[config.mk]
export PLATFORM = sky130hd
export DESIGN_NAME = mem_access_unit
export DESIGN_NICKNAME = d
export VERILOG_FILES = /design/src/rtl/mem_access_unit.sv
export SDC_FILE = /design/constraint.sdc
export NUM_CORES = 1
export LEC_CHECK = 0
export BUFFER_PORTS_ARGS = -buffer_cell sky130_fd_sc_hd__buf_2
export CORE_AREA = 2 2 111 113
export CTS_CLUSTER_SIZE = 8
export DETAILED_ROUTE_END_ITERATION = 8
export DIE_AREA = 0 0 113 115
export PLACE_DENSITY = 0.75
export REMOVE_ABC_BUFFERS = 1
export SYNTH_ARGS = -nofsm -noshare
export SYNTH_HDL_FRONTEND = slang
export SYNTH_SLANG_ARGS = --single-unit
[constraint.sdc]
create_clock -name clk -period 5.2 [get_ports clk]
set_clock_uncertainty 0.05 [all_clocks]
set_input_delay 0.26 -clock clk [delete_from_list [all_inputs] [get_ports clk]]
set_output_delay 0.26 -clock clk [all_outputs]
set_load 0.005 [all_outputs]
[src/rtl/mem_access_unit.sv]
// Load/store sequencer in front of a byte-addressed little-endian 32-bit data memory.
// Sub-word stores are done as read-modify-write because the memory always writes a full word.
module mem_access_unit #(
  parameter int MEM_BYTES = 65536
) (
  input  logic        clk,
  input  logic        rst,
  input  logic        req_valid,
  output logic        req_ready,
  input  logic        req_we,
  input  logic [1:0]  req_size,
  input  logic        req_unsigned,
  input  logic [31:0] req_adr,
  input  logic [31:0] req_wdata,
  output logic        rsp_valid,
  input  logic        rsp_ready,
  output logic [31:0] rsp_rdata,
  output logic        rsp_err,
  output logic [31:0] mem_adr,
  output logic [31:0] mem_din,
  output logic        mem_mrd,
  output logic        mem_mwr,
  input  logic [31:0] mem_dout
);

  localparam logic [31:0] MAX_ADR = 32'(MEM_BYTES - 4);

  typedef enum logic [1:0] {IDLE, RD, WR, RESP} state_t;

  state_t      state, state_nxt;
  logic [31:0] adr_q, wdata_q, data_q, rdata_q;
  logic [1:0]  size_q;
  logic        we_q, uns_q, err_q;
  logic        req_legal;

  function automatic logic [31:0] load_extend(input logic [31:0] word,
                                              input logic [1:0]  size,
                                              input logic        uns);
    case (size)
      2'b00:   load_extend = uns ? {24'd0, word[7:0]}  : {{24{word[7]}}, word[7:0]};
      2'b01:   load_extend = uns ? {16'd0, word[15:0]} : {{16{word[15]}}, word[15:0]};
      default: load_extend = word;
    endcase
  endfunction

  function automatic logic [31:0] store_merge(input logic [31:0] old_word,
                                              input logic [31:0] wdata,
                                              input logic [1:0]  size);
    case (size)
      2'b00:   store_merge = {old_word[31:8], wdata[7:0]};
      2'b01:   store_merge = {old_word[31:16], wdata[15:0]};
      default: store_merge = wdata;
    endcase
  endfunction

  // Unsigned 32-bit compare: addresses near 2^32 must not wrap into range.
  assign req_legal = (req_size != 2'b11) && (req_adr <= MAX_ADR);

  always_ff @(posedge clk or posedge rst) begin
    if (rst) begin
      state <= IDLE;
    end else begin
      state <= state_nxt;
    end
  end

  always_comb begin
    state_nxt = state;
    req_ready = 1'b0;
    rsp_valid = 1'b0;
    mem_mrd   = 1'b0;
    mem_mwr   = 1'b0;
    mem_adr   = '0;
    mem_din   = '0;
    case (state)
      IDLE: begin
        req_ready = 1'b1;
        if (req_valid) begin
          if (!req_legal)                         state_nxt = RESP;
          else if (!req_we || req_size != 2'b10)  state_nxt = RD;
          else                                    state_nxt = WR;
        end
      end
      RD: begin
        mem_mrd   = 1'b1;
        mem_adr   = adr_q;
        state_nxt = we_q ? WR : RESP;
      end
      WR: begin
        mem_mwr   = 1'b1;
        mem_adr   = adr_q;
        mem_din   = store_merge(data_q, wdata_q, size_q);
        state_nxt = RESP;
      end
      RESP: begin
        rsp_valid = 1'b1;
        if (rsp_ready) state_nxt = IDLE;
      end
      default: state_nxt = IDLE;
    endcase
  end

  assign rsp_rdata = rdata_q;
  assign rsp_err   = err_q;

  always_ff @(posedge clk or posedge rst) begin
    if (rst) begin
      adr_q   <= '0;
      wdata_q <= '0;
      data_q  <= '0;
      rdata_q <= '0;
      size_q  <= '0;
      we_q    <= 1'b0;
      uns_q   <= 1'b0;
      err_q   <= 1'b0;
    end else begin
      case (state)
        IDLE: begin
          if (req_valid) begin
            adr_q   <= req_adr;
            wdata_q <= req_wdata;
            size_q  <= req_size;
            we_q    <= req_we;
            uns_q   <= req_unsigned;
            err_q   <= !req_legal;
            rdata_q <= '0;
          end
        end
        RD: begin
          data_q <= mem_dout;
          if (!we_q) rdata_q <= load_extend(mem_dout, size_q, uns_q);
        end
        RESP: begin
          if (rsp_ready) begin
            rdata_q <= '0;
            err_q   <= 1'b0;
          end
        end
        default: ;
      endcase
    end
  end

endmodule

; Word level (Yosys, flattened, before mapping)
; Cells that the tools add are included.
[word_totals]
latchBits = 0
ram_bits = 0
mem_bits_ro = 0
ff_bits = 135
output_inout_bits = 101
memories = 0
wordCells = 55
inputBits = 104
[op_classes]
div = 0
n_mux = 23
reduce_logical = 13
add_sub_neg = 0
n_eq_ne = 9
magnitude_cmp = 1
n_mul = 0
bitwise = 0
n_shift = 0
[ops]
columns = cell, count
row1 = $mux 32, 7
row2 = $pmux 32 s2, 2
row3 = $pmux 32 s3, 1
row4 = $le 32x16->1 const B, 1
row5 = $ne 2x2->1 const B, 5
row6 = $mux 2, 4
row7 = $pmux 2 s4, 1
row8 = $mux 1, 7
row9 = $eq 2x1->1 const B, 2
row10 = $eq 2x2->1 const B, 2
row11 = $logic_not 2->1, 2
row12 = $reduce_and 2->1, 2
row13 = $reduce_and 4->1, 1
row14 = $reduce_and 3->1, 1
row15 = $reduce_bool 3->1, 1
row16 = $logic_not 1->1, 2
row17 = $pmux 1 s2, 1
row18 = $reduce_bool 2->1, 1
row19 = $reduce_or 2->1, 1
row20 = $logic_and 1x1->1, 1
row21 = $logic_or 1x1->1, 1

; Longest topological paths before layout
[logic_depth]
word_depth = 6
depth_mapped = 8
ltp_nobuf = 6

; Worst setup path after synthesis
; No wires, ideal clock.
[synth_timing]
kind = register -> register
startpoint = reg state[0]
endpoint = reg rdata_q[16], in the netlist rsp_rdata[16]
arrival_time_ns = 1.923
path_buffers = 2
setup_slack_ns = 3.152
t_required_ns = 5.075
path_stages_with_launch = 9
setup_ns = 0.075
synth_period_minus_slack_ns = 2.048
cell_sequence = dfrtp_1 > inv_1 > ha_1 > buf_6 > nor2b_4 > a2111oi_4 > o21ai_4 > buf_6 > o2bb2ai_2
[synth_via]
elab_chain_len = 3
elab_cells_between_ends = 9
cone_classes = 5 x eq/ne / 1 x mux / 3 x reduce/logical
[synth_rtl]
columns = element, line
row1 = "start, declared", 30  ; state_t state, state_nxt;
row2 = "start signal, assigned", 63  ; state <= state_nxt;
row3 = "$eq 2x1->1, or another cell as far along", 117  ; case (state)
row4 = $ne 2x2->1 (no line) or $reduce_bool 3->1 (tied branches), n/a
row5 = $reduce_and 4->1 (no line), n/a
row6 = "end signal, assigned", 131  ; if (!we_q) rdata_q <= load_extend(mem_dout, size_q, uns_q);
row7 = "end, declared", 31  ; logic [31:0] adr_q, wdata_q, data_q, rdata_q;
; Parallel ways exist; a longest one is shown, timed or not.
; A chain may end at the register's enable or synchronous reset.

; Worst setup path in the final report
[layout_timing]
startpoint = reg state[1]
endpoint = reg rdata_q[31], in the netlist rsp_rdata[31]
; The elaborated chain is that of the path after synthesis.

==> summary.txt <==
Status: complete, but fails checks
Simple-gate share of the synthesized area: 0.112
#FFs+latches synth: 127
CP Class: reg2reg
Initial Utilization: 0.493
Routed Antenna Nets: 0
Critical Path Start Type: flop
Worst-path clk slew: 50 ps
Compound-gate portion of the synthesized area: 0.100
Vias per std cell: 5.19
Hold slack: 27.6 ps
Clock Latency Late Sink: 410 ps
Dpl hpwl: 9540 um
Port buffer count: 204
Adder-cell share of the synthesized area: 0.00859
Main synth FF type: dfrtp_1
Chip width: 113 um
YS warnings: 0
Post-CTS setup buffer count: 0
Number of inserted diodes: 0
Hold depth: 2
Setup ws final: 2550 ps
R2r setup slk: 2550 ps
First DRT Iteration DRCs: 162
Core area: 11800 um2
Endpoint, Worst Hold: rsp_rdata[1]
Area grow syn2layout: 29.7%
Data arrival, critical path: 2920 ps
Row count: 40
Hold_sp: mem_dout[1]
CTS Sinks: 127
Reg2reg start: state[1]
Avg Inst Size Synth: 12.9 um2
Final hold violation count: 0
Fin crit period: 2650 ps
CTS Buf Count: 17
Distinct cell type count after synthesis: 38
F_max: 377 MHz
Min-Delay Path Class: in2reg
Largest net degree at the start of global routing: 70
Synth area leaders: dfrtp_1 (55%), mux2_2 (18%), and2_1 (4.3%)
Die height: 115 um
R2R depth: 7
Async SR Flop Fraction: 1.00
Gpl congestion: 0.798
Pre-CTS setup slack: 2550 ps
Post-synthesis mux area share: 0.207
Root Driver: clkbuf_16
Reg2reg end: rsp_rdata[31]
Worst Path Required: 5470 ps
Initial DRT Pass Iterations: 6
Failing checks: DRC
Power Dens Cells: 652 nW/um2
Finished Layout Cells: 812
Share of layout cells above drive strength 1: 0.520
Synth top area share: 0.546
XOR/XNOR share of the synthesized area: 0
Post_cts resized: 0
Slew headroom: 0.375
Setup TNS: 0 ps
GRT Overall Usage: 0.216
Vias: 4212
Mapped Cells: 450
RSZ-0062 raised after global routing: false
Power Total: 4930 uW
Slew @ Worst Pin: 937 ps
CP Max Fanout: 27
Max-slew violations: 0
Crit. End Element: flop
Grt ovf: 0
Cell area after synthesis: 5830 um2
Initial antenna violation count: 0
Die area: 13000 um2
Main combinational cell family by area after synthesis: multiplexers
Max rail drop VDD: 0.305 mV
Most common cell after layout, fill and taps aside: buf_2
Most frequent cells in the layout: buf_2 (204), dfrtp_1 (127), mux2_2 (92)
CTS Hold Bufs: 4
First-pass GRT wire length: 21800 um
I/O pin count: 205
Max H-tree Level: 4
Setup violations, final: 0
CTS tree: yes
Clock tree buffer depth: 2
Seq/Total Area, Yosys: 0.546
Residual DRC: 17
Final worst path period share: 0.510
Vias in the first global route: 4306
LEAKAGE: 0.00374 uW
# nets final: 761
Maxcap violations: 0
DR WL/cell: 16.7 um
Post-synth EDFFs: 0
Placed cell count: 777
Final WL: 13500 um
Leading area contributor after synthesis: dfrtp_1
-- through the flow --
step	util	instance area (um2)
floorplan	-	5690
global placement	0.588	6940
detailed placement	0.588	6940
CTS	0.640	7550
global route	0.640	7550
finish	0.640	7550
-- sequential cells by signal, summed over array words and instances, names as in the netlist --
register and flops:
data_q 24, rsp_rdata 32, adr_q 32, state 2, rsp_err 1, we_q 1
uns_q 1, wdata_q 32, size_q 2
-- per-layer routing --
metal | track usage | vias up | part of all wire
li1 | - | 1992 | -
met2 | 0.353 | 135 | 0.50
met5 | 0 | - | 0
met1 | 0.272 | 2071 | 0.42
met4 | 0.0943 | 0 | 0.014
met3 | 0.0580 | 14 | 0.059
-- cells in the mapped netlist (all sizes together), types with 8 or more instances --
library cell / instances
a22o: 8
mux2i: 17
nor2b: 33
o2bb2ai: 24
nand2: 19
dfrtp: 127
a21boi: 8
clkbuf: 12
mux2: 92
buf: 17
and2: 40
a21oi: 10
-- worst max path at each step --
stage,startpoint,endpoint,depth (start not counted)
detailed placement,state[1],rsp_rdata[26],7
CTS,state[1],rsp_rdata[31],7
floorplan,rst,adr_q[0],1
global placement,state[1],rsp_rdata[29],7
global route,state[1],rsp_rdata[31],7
finish,state[1],rsp_rdata[31],7
-- kinds of logic after synthesis --
kind of cell               after synthesis
AOI/OAI and AO/OA                       64
adders and majority gates                4
muxes                                  109
DFF                                    127
buffers and inverters                   35
and+or+nand+nor                        111
-- report_power, final --
part | switching, uW | leakage (uW) | internal (uW) | total [uW]
combinational | 972 | 0.00189 | 1090 | 2060
clock | 396 | 0.000289 | 727 | 1120
sequential | 259 | 0.00156 | 1480 | 1740
total | 1630 | 0.00374 | 3300 | 4930
-- critical path, cell delays in order (launching register included) --
cell and delay [ps]:
dfrtp_1 430, inv_1 110, ha_1 140, buf_4 340
nand2b_1 190, a2111oi_4 700, o21ai_4 340, o2bb2ai_1 260
-- area by class of cell --
class / count / area, um2
well taps: 147 / 184
repair buffers: 213 / 1100
clock inverters: 6 / 55.1
clock buffers: 25 / 515
flip-flops and latches: 127 / 3180
fillers: 956 / 4260
inverters: 6 / 25.0
multi-input cells: 288 / 2500
Power figures use the tool's default switching activity.
